[src/rtl/bitscan_iter_if.sv]
// Handshake bundle for the set-bit iterator: word-in channel and index-beat-out channel.
// The slave modport is the iterator's view; master is the producer/consumer side.
interface bitscan_iter_if #(
  parameter int ORDER = 3
);
  localparam int W = 2 ** ORDER;

  logic             in_valid;
  logic             in_ready;
  logic [W-1:0]     in_data;
  logic [1:0]       in_mode;
  logic             out_valid;
  logic             out_ready;
  logic [ORDER-1:0] out_index;
  logic [ORDER:0]   out_count;
  logic             out_last;
  logic             out_empty;

  modport master (
    output in_valid, in_data, in_mode, out_ready,
    input  in_ready, out_valid, out_index, out_count, out_last, out_empty
  );

  modport slave (
    input  in_valid, in_data, in_mode, out_ready,
    output in_ready, out_valid, out_index, out_count, out_last, out_empty
  );
endinterface

[src/rtl/bitscan_iter.sv]
// Streaming set-bit iterator: loads a word, then emits one index beat per matching bit,
// LSB-first or MSB-first, optionally scanning zeros; an all-clear word yields one empty beat.
module bitscan_iter #(
  parameter int ORDER = 3
) (
  input  logic          clock,
  input  logic          reset,
  bitscan_iter_if.slave bus
);
  localparam int W = 2 ** ORDER;

  typedef enum logic {
    IDLE = 1'b0,
    SCAN = 1'b1
  } state_t;

  state_t           state;
  logic [W-1:0]     resid;
  logic [ORDER:0]   cnt;
  logic             dir_msb;

  logic [ORDER-1:0] idx;
  logic [W-1:0]     bit_mask;
  logic             scanning;
  logic             is_empty;
  logic             one_hot;
  logic             last;
  logic             beat_take;
  logic             load;

  function automatic logic [ORDER-1:0] lsb_idx(input logic [W-1:0] v);
    lsb_idx = '0;
    for (int i = W - 1; i >= 0; i--) begin
      if (v[i]) lsb_idx = ORDER'(i);
    end
  endfunction

  function automatic logic [ORDER-1:0] msb_idx(input logic [W-1:0] v);
    msb_idx = '0;
    for (int i = 0; i < W; i++) begin
      if (v[i]) msb_idx = ORDER'(i);
    end
  endfunction

  // Combinational priority search on the residual word
  always_comb begin
    idx       = dir_msb ? msb_idx(resid) : lsb_idx(resid);
    bit_mask  = W'(1) << idx;
    scanning  = (state == SCAN);
    is_empty  = (resid == '0);
    one_hot   = !is_empty && ((resid & (resid - W'(1))) == '0);
    last      = scanning && (is_empty || one_hot);
    beat_take = scanning && bus.out_ready;
  end

  // A new word may enter while the final beat of the previous one is consumed
  assign bus.in_ready  = (state == IDLE) || (beat_take && last);
  assign load          = bus.in_valid && bus.in_ready;

  assign bus.out_valid = scanning;
  assign bus.out_index = scanning ? idx : '0;
  assign bus.out_count = scanning ? cnt : '0;
  assign bus.out_last  = last;
  assign bus.out_empty = scanning && is_empty;

  // Iterator state: residual bits still to report, beat ordinal, scan direction
  always_ff @(posedge clock or negedge reset) begin
    if (!reset) begin
      state   <= IDLE;
      resid   <= '0;
      cnt     <= '0;
      dir_msb <= 1'b0;
    end else if (load) begin
      state   <= SCAN;
      resid   <= bus.in_mode[1] ? ~bus.in_data : bus.in_data;
      dir_msb <= bus.in_mode[0];
      cnt     <= '0;
    end else if (beat_take) begin
      resid <= resid & ~bit_mask;
      cnt   <= cnt + (ORDER + 1)'(1);
      if (last) state <= IDLE;
    end
  end
endmodule
[src/flat_wrapper.sv]
// flat-port wrapper written by rule: the top's interface ports become plain ports
module bitscan_iter_flat 
#(
  parameter int ORDER = 3
)
  (clock, reset, bus_in_valid, bus_in_data, bus_in_mode, bus_out_ready, bus_in_ready, bus_out_valid, bus_out_index, bus_out_count, bus_out_last, bus_out_empty);
  bitscan_iter_if #(.ORDER(ORDER)) bus_i ();
  input  logic clock;
  input  logic reset;
  input wire logic [$bits(bus_i.in_valid)-1:0] bus_in_valid;
  input wire logic [$bits(bus_i.in_data)-1:0] bus_in_data;
  input wire logic [$bits(bus_i.in_mode)-1:0] bus_in_mode;
  input wire logic [$bits(bus_i.out_ready)-1:0] bus_out_ready;
  output wire logic [$bits(bus_i.in_ready)-1:0] bus_in_ready;
  output wire logic [$bits(bus_i.out_valid)-1:0] bus_out_valid;
  output wire logic [$bits(bus_i.out_index)-1:0] bus_out_index;
  output wire logic [$bits(bus_i.out_count)-1:0] bus_out_count;
  output wire logic [$bits(bus_i.out_last)-1:0] bus_out_last;
  output wire logic [$bits(bus_i.out_empty)-1:0] bus_out_empty;
  assign bus_i.in_valid = bus_in_valid;
  assign bus_i.in_data = bus_in_data;
  assign bus_i.in_mode = bus_in_mode;
  assign bus_i.out_ready = bus_out_ready;
  assign bus_in_ready = bus_i.in_ready;
  assign bus_out_valid = bus_i.out_valid;
  assign bus_out_index = bus_i.out_index;
  assign bus_out_count = bus_i.out_count;
  assign bus_out_last = bus_i.out_last;
  assign bus_out_empty = bus_i.out_empty;
  bitscan_iter #(.ORDER(ORDER)) u_core (.clock(clock), .reset(reset), .bus(bus_i));
endmodule
[config.mk]
export PLATFORM = sky130hd
export DESIGN_NAME = bitscan_iter_flat
export DESIGN_NICKNAME = d
export VERILOG_FILES = /design/src/rtl/bitscan_iter_if.sv /design/src/rtl/bitscan_iter.sv /design/src/flat_wrapper.sv
export SDC_FILE = /design/constraint.sdc
export NUM_CORES = 1
export LEC_CHECK = 0
export CAP_MARGIN = 20
export CORE_UTILIZATION = 55
export CTS_BUF_LIST = sky130_fd_sc_hd__clkbuf_8
export DETAILED_ROUTE_END_ITERATION = 6
export MAX_ROUTING_LAYER = met4
export PLACE_DENSITY = 0.85
export SYNTH_ARGS = -nofsm -noshare
export SYNTH_HDL_FRONTEND = slang
export SYNTH_SLANG_ARGS = --single-unit
[constraint.sdc]
create_clock -name clock -period 4.9 [get_ports clock]
set_input_delay 0.49 -clock clock [delete_from_list [all_inputs] [get_ports clock]]
set_output_delay 0.49 -clock clock [all_outputs]
set_load 0.02 [all_outputs]
* Yosys cells after proc, flatten, opt, wreduce, memory -nomap -nowiden
Index checks and enable logic that the tools add are counted.
Operators by class: reduce and logical (&&, ||, !) cells 14, shift operators 1, $add $sub $neg 2, multiplexer cells 26, bitwise logic cells 5
Operator list (count):
- 3-bit 2-to-1 mux | 16
- 8-bit 2-to-1 mux | 3
- 8-bit bitwise AND | 2
- 8-bit logical NOT | 2
- 8-bit NOT | 2
- 4-bit 2-to-1 mux | 3
- 1-bit by 3-bit left shift with 8-bit output (first input constant) | 1
- 8-bit by 1-bit subtractor with 8-bit output (second input constant) | 1
- 1-bit logical AND | 6
- 4-bit by 1-bit adder with 4-bit output (second input constant) | 1
- 1-bit 2-to-1 mux | 4
- 2-bit nonzero test | 2
- 1-bit logical OR | 2
- 2-bit AND reduction | 1
- 1-bit logical NOT | 1
- 1-bit NOT | 1
Storage, ports and cells: word-level logic and storage cells 52, register bits 14

* Longest topological paths before layout
Gate-level depths: netlist of the first run.
depth after elaboration 14, gate-level depth with buffers 8, gate-level depth less buffers 6

* Worst setup path before layout of the first run
No wires, ideal clock.
kind reg2out, start register u_core.resid[7], end output port bus_out_empty, path buffers 0, arrival 1.517 ns, data required time 4.410 ns, path slack 2.893 ns, cell stages (with the launch flop) 4, cell sequence dfrtp_1 > nor4_4 > nand2_1 > nor4_1
On the way: cells in the longest elaborated chain, start to end 2
Ends and longest elaborated chain:
- start, declared | RTL line bitscan_iter.sv:18 | logic [W-1:0] resid;
- start signal, assigned | RTL line bitscan_iter.sv:75 | resid <= bus.in_mode[1] ? ~bus.in_data : bus.in_data;
- start signal, assigned | RTL line bitscan_iter.sv:79 | resid <= resid & ~bit_mask;
- 8-bit logical NOT | RTL line bitscan_iter.sv:50 | is_empty = (resid == '0);
- 1-bit logical AND | RTL line bitscan_iter.sv:64 | assign bus.out_empty = scanning && is_empty;
- end, declared | RTL line flat_wrapper.sv:19 | output wire logic [$bits(bus_i.out_empty)-1:0] bus_out_empty;
Every way passes these cells.

* Final worst setup path of the first run
start register u_core.resid[1], end output port bus_out_index[0]
On the way: cells in the longest elaborated chain, start to end 9, elaborated cells on any way between the ends 11
Ends and longest elaborated chain:
- 1-bit 2-to-1 mux | RTL line bitscan_iter.sv:41 | if (v[i]) msb_idx = ORDER'(i);
- 3-bit 2-to-1 mux (6 in series) | RTL line bitscan_iter.sv:41
- 3-bit 2-to-1 mux * | RTL line bitscan_iter.sv:47 | idx = dir_msb ? msb_idx(resid) : lsb_idx(resid);
- 3-bit 2-to-1 mux * | RTL line bitscan_iter.sv:61 | assign bus.out_index = scanning ? idx : '0;
- end, declared | RTL line flat_wrapper.sv:16 | output wire logic [$bits(bus_i.out_index)-1:0] bus_out_index;
Every way passes the cells marked *; elsewhere a longest branch is shown, timed or not.

==> flow_summary.json, run 1 <==
{
  "crit_path_start_kind": "register",
  "first_iteration_detailed_routing_drc_count": 45,
  "route.antenna.remaining_nets": 0,
  "status": "completed",
  "cts.sink_count": 14,
  "yosys-top-cells-count": "sky130_fd_sc_hd__nor2_1, sky130_fd_sc_hd__a21oi_1, sky130_fd_sc_hd__dfrtp_1",
  "post_cts_hold_buffer_count": 0,
  "finalSetupViolCount": 0,
  "synth_top_area_share_pct": 29.4,
  "min_period_ps": 2800,
  "vias": 1235,
  "cts_setup_buffers": 0,
  "cts_root_buffer": "sky130_fd_sc_hd__clkbuf_8",
  "synth.largest_area_cell": "sky130_fd_sc_hd__dfrtp_1",
  "cts.path.max_buffers": 2,
  "tritoncts_clock_tree": "done",
  "setup.worst_path.class": "register to output port",
  "first_global_vias": 1111,
  "final_cell_area_um2": 1490,
  "worst-path-stages": 6,
  "clkTransAtPathRegs_ps": 60,
  "dieHeight_um": 48.6,
  "clk_latency_worst_skew_pair_ps": 250,
  "crit_buf_inv": 1,
  "setup_tns_ps": 0,
  "crit_path_end_kind": "output port",
  "post_cts.resized_instances": 0,
  "footprint_of_the_multi_input_gates_um2": 791,
  "post_route_cells_drive_above_1_share_pct": 7.87,
  "synthesized_area_per_cell_um2": 7.55,
  "cp_top_family": "buffers and inverters",
  "skew_final_ps": 5.53,
  "syn2layout_area_growth_pct": 24.4,
  "crit_slowest_cell": "sky130_fd_sc_hd__clkdlybuf4s50_1",
  "detail_route.first_pass.iterations": 4,
  "final.period_utilization_pct": 57.2,
  "h-tree-depth": 1,
  "netlist_instances": 158,
  "nNetsFinal": 194,
  "antenna_found_initial": 0,
  "fmax_ghz": 0.357,
  "die_w_um": 48.6,
  "worst-slew-pin-transition_ps": 678,
  "path_common_cell": "sky130_fd_sc_hd__nor2_1",
  "via_per_inst": 6.02,
  "maxSlewViolCount": 0,
  "yosys_register_bits": 14,
  "port_buffers": 24,
  "detailed_place.area_um2": 1430,
  "worst_hold_path_cell_count": 1,
  "seq_area_frac_synth_pct": 29.4,
  "insertedDiodeCount": 0,
  "drcViolationCount": 0,
  "reg2reg_depth": 6,
  "design.die.area_um2": 2360,
  "final_hold_violation_count": 0,
  "powerDensity_nw_per_um2": 360,
  "synthMostInstantiatedCell": "sky130_fd_sc_hd__nor2_1",
  "timing.critical_path.required_ps": 4410,
  "clock_buffer_count_from_cts": 3,
  "fraction_of_registers_with_async_set_or_reset_after_synthesis_pct": 100,
  "path_cells": "nor2b_1 > o21ai_0 > a21boi_1 > nor2_1 > nor2_1 > clkdlybuf4s50_1",
  "synth.distinct_cells": 35,
  "synth_fp_nets": 173,
  "row_count": 16,
  "global_route.overflow_total": 0,
  "worst_slew_margin_rel_pct": 54.4,
  "preCtsSetupSlack_ps": 2420,
  "yosys_warnings": 0,
  "cellLeakagePower_uw": 0.000549,
  "post-route-worst-setup-slack_ps": 2100,
  "worst_ep_arrival_time_ps": 2310,
  "crit_fanout": 9,
  "dp_hpwl_mm": 2.31,
  "grt_pass1_wl_mm": 5.03,
  "io_pins": 25,
  "grt.total_usage_pct": 28.6,
  "cp_slowest_stage_delay_ps": 600,
  "highest_ir_drop_seen_on_vdd_mv": 0.369,
  "core_um2": 2000,
  "ff2ff_setup_slack_ps": 2760,
  "synthTopCellsByArea": "sky130_fd_sc_hd__dfrtp_1, sky130_fd_sc_hd__a21oi_1, sky130_fd_sc_hd__nor2_1, sky130_fd_sc_hd__xnor2_1, sky130_fd_sc_hd__o21ai_1",
  "rsz0062_at_grt": "false",
  "largest_net_degree_at_the_start_of_global_routing": 18,
  "synth-edff-count": 0,
  "fillers": 155,
  "netlist_area_um2": 1190,
  "dominantRegCellSynth": "sky130_fd_sc_hd__dfrtp_1",
  "hold_class": "register to register",
  "floorplan.initialDensity_pct": 59.6,
  "max-cap-violations": 0,
  "ff_latch_area_um2": 350,
  "gp_congestion": 1.01,
  "fin_total_pwr_uw": 535,
  "hold_slack_ps": 540,
  "wire_per_inst_um": 15.1,
  "drt-total-wl_mm": 3.09
}
==> sequential cells by signal, indices dropped and copies added (netlist names) <==
signal,cells
u_core.bus.out_valid,1
u_core.dir_msb,1
u_core.cnt,4
u_core.resid,8
==> per-layer routing <==
metal | vias to the layer above | part of all wire (%) | global-route usage, %
met3 | 10 | 6.3 | 5.97
met1 | 573 | 43 | 35.3
met5 | - | 0 | -
met2 | 51 | 47 | 43.7
li1 | 601 | - | -
met4 | 0 | 3.3 | 16.2
==> stage by stage <==
stage | utilization (%) | cells
floorplan | - | 158
global placement | 71.4 | 201
detailed placement | 71.4 | 201
CTS | 74.2 | 205
global route | 74.2 | 205
finish | 74.2 | 205
==> layout make-up <==
type                            count  area share (%)
Clock buffer                        4            3.71
Sequential cell                    14            23.6
Multi-Input combinational cell    132            53.2
Tap cell                           27            2.27
Inverter                            4            1.01
Timing Repair Buffer               24            16.2
==> where the power goes <==
part	switching (uW)	leakage (uW)	internal (uW)	total, uW
registers	55.9	0.000148	145	201
logic	114	0.000373	106	219
clock network	42.9	0.0000288	71.2	114
==> worst reg2reg max path, stage by stage (launching register included) <==
cell                        delay, ps
sky130_fd_sc_hd__dfrtp_1          490
sky130_fd_sc_hd__nor4_4           420
sky130_fd_sc_hd__o21ai_2          170
sky130_fd_sc_hd__a31oi_2          310
sky130_fd_sc_hd__and2_1           370
sky130_fd_sc_hd__o21ai_1          120
sky130_fd_sc_hd__o2bb2ai_1        130
==> cell usage in the layout, fill, tap and decap left out, types with 2 or more instances in the layout <==
master / count
sky130_fd_sc_hd__nor2_1: 28
sky130_fd_sc_hd__clkdlybuf4s50_1: 24
sky130_fd_sc_hd__a21oi_1: 23
sky130_fd_sc_hd__dfrtp_1: 14
sky130_fd_sc_hd__nand2_1: 13
sky130_fd_sc_hd__o21ai_1: 10
sky130_fd_sc_hd__xnor2_1: 8
sky130_fd_sc_hd__o21ai_0: 7
sky130_fd_sc_hd__and2_1: 5
sky130_fd_sc_hd__o21ai_2: 4
sky130_fd_sc_hd__o21a_1: 4
sky130_fd_sc_hd__clkbuf_8: 4
sky130_fd_sc_hd__inv_1: 3
sky130_fd_sc_hd__nor3_1: 3
sky130_fd_sc_hd__nor4_1: 3
sky130_fd_sc_hd__o2bb2ai_1: 3
sky130_fd_sc_hd__a211oi_1: 2
sky130_fd_sc_hd__nor2b_1: 2
sky130_fd_sc_hd__nor4_4: 2
sky130_fd_sc_hd__a22oi_1: 2
sky130_fd_sc_hd__xor2_1: 2
==> path summary, 6_finish.rpt <==
kind / endpoint / start
setup / recovery: bus_out_index[0] / u_core.resid[1]$_DFFE_PN0P_
hold / removal: u_core.cnt[0]$_DFFE_PN0P_ / u_core.cnt[0]$_DFFE_PN0P_
setup reg to reg: u_core.resid[0]$_DFFE_PN0P_ / u_core.resid[0]$_DFFE_PN0P_
hold reg to reg: u_core.cnt[0]$_DFFE_PN0P_ / u_core.cnt[0]$_DFFE_PN0P_
max in group asynchronous: u_core.dir_msb$_DFFE_PN0N_ / reset
min in group asynchronous: u_core.resid[0]$_DFFE_PN0P_ / reset
==> logic make-up after synthesis <==
group,Yosys count,share of synthesized area (%)
AO/OA/AOI/OAI,62,32.9
XOR/XNOR,10,7.34
adder cells (fa/ha/maj),1,1.05
buffers and inverters,12,4.40
flip-flops,14,29.4
multiplexers,1,0.839
AND/OR/NAND/NOR,58,24.1
No activity file was read; power rests on OpenSTA's default activity.
==> run 2, diff against run 1 <==
CORE_UTILIZATION = 47   (was 55)
PLACE_DENSITY = 0.77   (was 0.85)
clock period = 2.4 ns   (was 4.9 ns; I/O delays follow)
==> run 2 against run 1 <==
  * Total power grew 110%
  * Register-to-register slack got worse by 2400 ps
  * Hold slack lost 140 ps
  * Utilization decreased by 7.6 points
  * Clock-buffer cell count shrank 1
  * Die area rose by 16%
  * Critical path type unchanged
  * Largest power group unchanged
==> flow_summary.json, run 2 (synthesis results as in run 1) <==
{
  "grt_busiest_layer": "met2",
  "cts_root_buffer": "sky130_fd_sc_hd__clkbuf_8",
  "leading_cell_type_in_the_layout_fill_and_taps_excluded": "sky130_fd_sc_hd__nor2_1",
  "dieHeight_um": 52.4,
  "detail_route.first_pass.iterations": 4,
  "top_reg_by_flops": "u_core.resid",
  "status": "completed",
  "port_buffers": 24,
  "hold_slack_ps": 396,
  "clk_latency_worst_skew_pair_ps": 250,
  "fin_total_pwr_uw": 1110,
  "hold_class": "input port to asynchronous set/reset pin",
  "cts.path.max_buffers": 2,
  "fillers": 203,
  "core_um2": 2300,
  "rsz0062_at_grt": "false",
  "dp_hpwl_mm": 2.40,
  "tritoncts_clock_tree": "done",
  "max-cap-violations": 0,
  "worst_slew_margin_rel_pct": 48.8,
  "min_period_ps": 2240,
  "floorplan.initialDensity_pct": 52.0,
  "crit_path_end_kind": "output port",
  "first_iteration_detailed_routing_drc_count": 47,
  "insertedDiodeCount": 0,
  "vias": 1254,
  "timing.critical_path.required_ps": 2160,
  "skew_final_ps": 6.10,
  "final.period_utilization_pct": 93.2,
  "route.antenna.remaining_nets": 0,
  "maxSlewViolCount": 0,
  "h-tree-depth": 1,
  "cellLeakagePower_uw": 0.000613,
  "post_cts_hold_buffer_count": 0,
  "first_global_vias": 1151,
  "clkTransAtPathRegs_ps": 60,
  "largest_net_degree_at_the_start_of_global_routing": 17,
  "final_hold_violation_count": 0,
  "grtUsageMet3_pct": 4.06,
  "drt-total-wl_mm": 3.31,
  "design.die.area_um2": 2750,
  "crit_fanout": 7,
  "row_count": 17,
  "wire_per_inst_um": 15.7,
  "cts.sink_count": 14,
  "layout_common_cells": "sky130_fd_sc_hd__nor2_1, sky130_fd_sc_hd__a21oi_1, sky130_fd_sc_hd__clkdlybuf4s50_1, sky130_fd_sc_hd__nand2_1, sky130_fd_sc_hd__dfrtp_1",
  "crit_path_start_kind": "register",
  "grt_pass1_wl_mm": 5.34,
  "grt.total_usage_pct": 27.4,
  "grt_use_met2_pct": 43.9,
  "io_pins": 25,
  "post_route_cells_drive_above_1_share_pct": 11.5,
  "syn2layout_area_growth_pct": 28.2,
  "global_route.overflow_total": 0,
  "clock_buffer_count_from_cts": 3,
  "met1_use_gr_pct": 35.6,
  "powerDensity_nw_per_um2": 725,
  "worst_ep_arrival_time_ps": 2000,
  "die_w_um": 52.4,
  "finalSetupViolCount": 0,
  "setup.worst_path.class": "register to output port",
  "highest_ir_drop_seen_on_vdd_mv": 0.529,
  "nNetsFinal": 200,
  "max_ffs_per_register": 8,
  "worst-slew-pin-transition_ps": 762,
  "reg_top3": "u_core.resid x8, u_core.cnt x4",
  "via_per_inst": 5.94,
  "antenna_found_initial": 0,
  "gp_congestion": 0.956,
  "drcViolationCount": 0,
  "fmax_ghz": 0.447
}
-- run 2: changes by cell type in the layout (fill, tap and decap cells not counted), moves of 2 or more --
cell,delta
sky130_fd_sc_hd__dfrtp_1,-2
sky130_fd_sc_hd__dlymetal6s2s_1,+2
sky130_fd_sc_hd__clkdlybuf4s50_1,-4
sky130_fd_sc_hd__dlygate4sd2_1,+2
sky130_fd_sc_hd__buf_4,+6
sky130_fd_sc_hd__dfrtp_2,+2
-- run 2: where the power goes --
group / internal (uW) / switching [uW]
sequential: 299 / 120
combinational: 253 / 242
clock: 111 / 85.4
-- run 2: worst max-delay path, cell delays in order (launching register included) --
cell and delay (ps):
sky130_fd_sc_hd__dfrtp_1 500, sky130_fd_sc_hd__nor4_4 420, sky130_fd_sc_hd__nor2_1 70, sky130_fd_sc_hd__nor3_1 140, sky130_fd_sc_hd__clkdlybuf4s50_1 620
-- run 2: final cells by class --
class	instances	area [um^2]	area share, %
clock buffers	3	41.3	2.70
inverters	4	15.0	0.981
flip-flops and latches	14	353	23.1
well taps	28	35.0	2.29
repair buffers	30	288	18.8
multi-input cells	132	798	52.2
-- run 2: through the flow --
stage	setup WS [ps]	TNS, ps	std cells	instance area, um^2	util (%)
global route	44.9	0	211	1530	66.6
floorplan	489	0	158	1190	-
global placement	216	0	205	1450	63.3
detailed placement	176	0	205	1450	63.3
CTS	-18.6	-18.6	208	1500	65.3
finish	162	0	211	1530	66.6
-- run 2: final timing paths --
| kind | startpoint | end | slack (ps) | depth (start not counted) |
|---|---|---|---|---|
| min reg2reg | u_core.cnt[0]$_DFFE_PN0P_ | u_core.cnt[0]$_DFFE_PN0P_ | 540 | 1 |
| max in group asynchronous | reset | u_core.resid[7]$_DFFE_PN0P_ | 1540 | 1 |
| max | u_core.resid[0]$_DFFE_PN0P_ | bus_out_index[2] | 160 | 4 |
| max reg2reg | u_core.resid[0]$_DFFE_PN0P_ | u_core.resid[0]$_DFFE_PN0P_ | 310 | 6 |
| min | reset | u_core.resid[0]$_DFFE_PN0P_ | 400 | 1 |
| min in group clock | u_core.cnt[0]$_DFFE_PN0P_ | u_core.cnt[0]$_DFFE_PN0P_ | 540 | 1 |
-- run 2: per-layer routing --
layer | vias up | wire, um
li1 | 615 | -
met1 | 576 | 1420
met2 | 57 | 1610
met3 | 6 | 248
met4 | 0 | 33
met5 | - | 0
-- run 2: what timing repair did --
action,CTS,global route
buffers inserted,0,3
setup endpoints to repair,2,2
resized for setup,3,4
pin swaps,0,1
==> run 3, diff against run 2 <==
CORE_UTILIZATION = 30   (was 47)
PLACE_DENSITY = unset   (was 0.77)
==> run 3 against run 2 <==
  * Routed wire length is essentially flat
  * Critical path depth grew 1
  * Cell area up 5.0%
  * Via count is 0.16% higher
  * Cell count grew 12%
  * Largest cell class unchanged
==> flow_summary.json, run 3 (synthesis results as in run 1) <==
{
  "vias": 1256,
  "gp_congestion": 0.900,
  "clock_buffer_count_from_cts": 3,
  "port_buffers": 24,
  "nNetsFinal": 205,
  "via_per_inst": 5.30,
  "global_route.overflow_total": 0,
  "design.die.area_um2": 4230,
  "post_route_cells_drive_above_1_share_pct": 14.3,
  "final_hold_violation_count": 0,
  "floorplan.initialDensity_pct": 31.9,
  "min_period_ps": 2230,
  "antenna_found_initial": 0,
  "ff_latch_area_um2": 353,
  "finalSetupViolCount": 0,
  "post-route-worst-setup-slack_ps": 173,
  "detailed_place.area_um2": 1510,
  "row_count": 22,
  "final_cell_area_um2": 1610,
  "setup.worst_path.class": "register to output port",
  "wire_per_inst_um": 14.0,
  "worst_slew_margin_rel_pct": 52.9,
  "instances_no_fill": 237,
  "skew_final_ps": 1.26,
  "insertedDiodeCount": 0,
  "route.antenna.remaining_nets": 0,
  "max-cap-violations": 0,
  "first_global_vias": 1114,
  "powerDensity_nw_per_um2": 719,
  "crit_path_end_kind": "output port",
  "top_reg_by_flops": "u_core.resid",
  "crit-reg2reg-capture": "u_core.resid[0]$_DFFE_PN0P_",
  "dp_hpwl_mm": 2.60,
  "cellLeakagePower_uw": 0.000647,
  "crit_fanout": 8,
  "clkTransAtPathRegs_ps": 60,
  "cts.sink_count": 14,
  "worst_ep_arrival_time_ps": 1990,
  "worstSetupStartpoint": "u_core.resid[2]$_DFFE_PN0P_",
  "footprint_of_the_multi_input_gates_um2": 798,
  "core_um2": 3740,
  "layout_common_cells": "sky130_fd_sc_hd__nor2_1, sky130_fd_sc_hd__a21oi_1, sky130_fd_sc_hd__clkdlybuf4s50_1, sky130_fd_sc_hd__nand2_1, sky130_fd_sc_hd__dfrtp_1",
  "preCtsSetupSlack_ps": 193,
  "worst-slew-pin-transition_ps": 701,
  "crit_path_end": "bus_out_index[1]",
  "grt_pass1_wl_mm": 5.51,
  "leading_cell_type_in_the_layout_fill_and_taps_excluded": "sky130_fd_sc_hd__nor2_1",
  "crit_path_start_kind": "register",
  "detail_route.first_pass.iterations": 4,
  "cts.path.max_buffers": 2,
  "drcViolationCount": 0,
  "h-tree-depth": 1,
  "post_cts_hold_buffer_count": 0,
  "grt.total_usage_pct": 17.7,
  "syn2layout_area_growth_pct": 34.6,
  "fmax_ghz": 0.449,
  "largest_net_degree_at_the_start_of_global_routing": 17,
  "setup_tns_ps": 0,
  "status": "completed",
  "dieHeight_um": 65.1,
  "maxSlewViolCount": 0,
  "reg2reg_depth": 7,
  "timing.critical_path.required_ps": 2160,
  "hold_class": "input port to asynchronous set/reset pin",
  "io_pins": 25,
  "fillers": 410,
  "tritoncts_clock_tree": "done",
  "timing.rr.start": "u_core.resid[0]$_DFFE_PN0P_",
  "ff2ff_setup_slack_ps": 270,
  "max_ffs_per_register": 8,
  "cts_root_buffer": "sky130_fd_sc_hd__clkbuf_8",
  "clk_latency_worst_skew_pair_ps": 250,
  "drt-total-wl_mm": 3.31,
  "highest_ir_drop_seen_on_vdd_mv": 0.548,
  "first_iteration_detailed_routing_drc_count": 121,
  "rsz0062_at_grt": "false",
  "die_w_um": 65.1,
  "placedCellCount": 229,
  "reg_top3": "u_core.resid x8, u_core.cnt x4",
  "final.period_utilization_pct": 92.8
}
[run 3: worst min-delay path by stage]
stage | startpoint | to | slack, ps
after floorplan | reset | u_core.bus.out_valid$_DFFE_PN0P_ | -60
after global routing | reset | u_core.cnt[3]$_DFFE_PN0P_ | 450
after detailed placement | u_core.cnt[0]$_DFFE_PN0P_ | u_core.cnt[0]$_DFFE_PN0P_ | 510
after CTS | reset | u_core.cnt[0]$_DFFE_PN0P_ | 410
final | reset | u_core.cnt[3]$_DFFE_PN0P_ | 390
after global placement | u_core.cnt[0]$_DFFE_PN0P_ | u_core.cnt[0]$_DFFE_PN0P_ | 510
[run 3: metrics by stage]
step,power (uW),hold WS (ps),utilization (%)
6_report,1160,390,42.9
5_1_grt,1240,450,42.9
4_1_cts,1130,411,41.9
3_5_place_dp,873,512,40.3
3_3_place_gp,863,514,40.3
2_1_floorplan,683,-55.6,-
[run 3: where the power goes]
part	total, uW	internal, uW	switching, uW
registers	415	298	117
clock network	232	145	86.8
logic	508	256	252
[run 3: layout make-up]
cell class	instances	share of cell area, %
well taps	48	3.74
inverters	4	0.935
flip-flops and latches	14	22.0
repair buffers	35	20.2
clock buffers	4	3.43
multi-input cells	132	49.7
[run 3: routing by layer]
metal / global-route usage, % / up-vias / wire length (um)
li1: - / 624 / -
met1: 22.8 / 586 / 1450
met2: 28.5 / 40 / 1660
met3: 3.35 / 6 / 159
met4: 4.08 / 0 / 37
met5: - / - / 0
[run 3: timing repair]
action,in CTS,in global routing
resized for setup,3,4
pin swaps,0,2
endpoints found under the setup margin,3,2
setup buffers,0,4
[run 3: critical path, stage by stage (launching register included)]
cell and delay, ps:
sky130_fd_sc_hd__dfrtp_1 490, sky130_fd_sc_hd__nor2_1 350, sky130_fd_sc_hd__o21ai_0 150, sky130_fd_sc_hd__a21oi_1 160, sky130_fd_sc_hd__a211oi_1 50, sky130_fd_sc_hd__clkdlybuf4s50_1 540
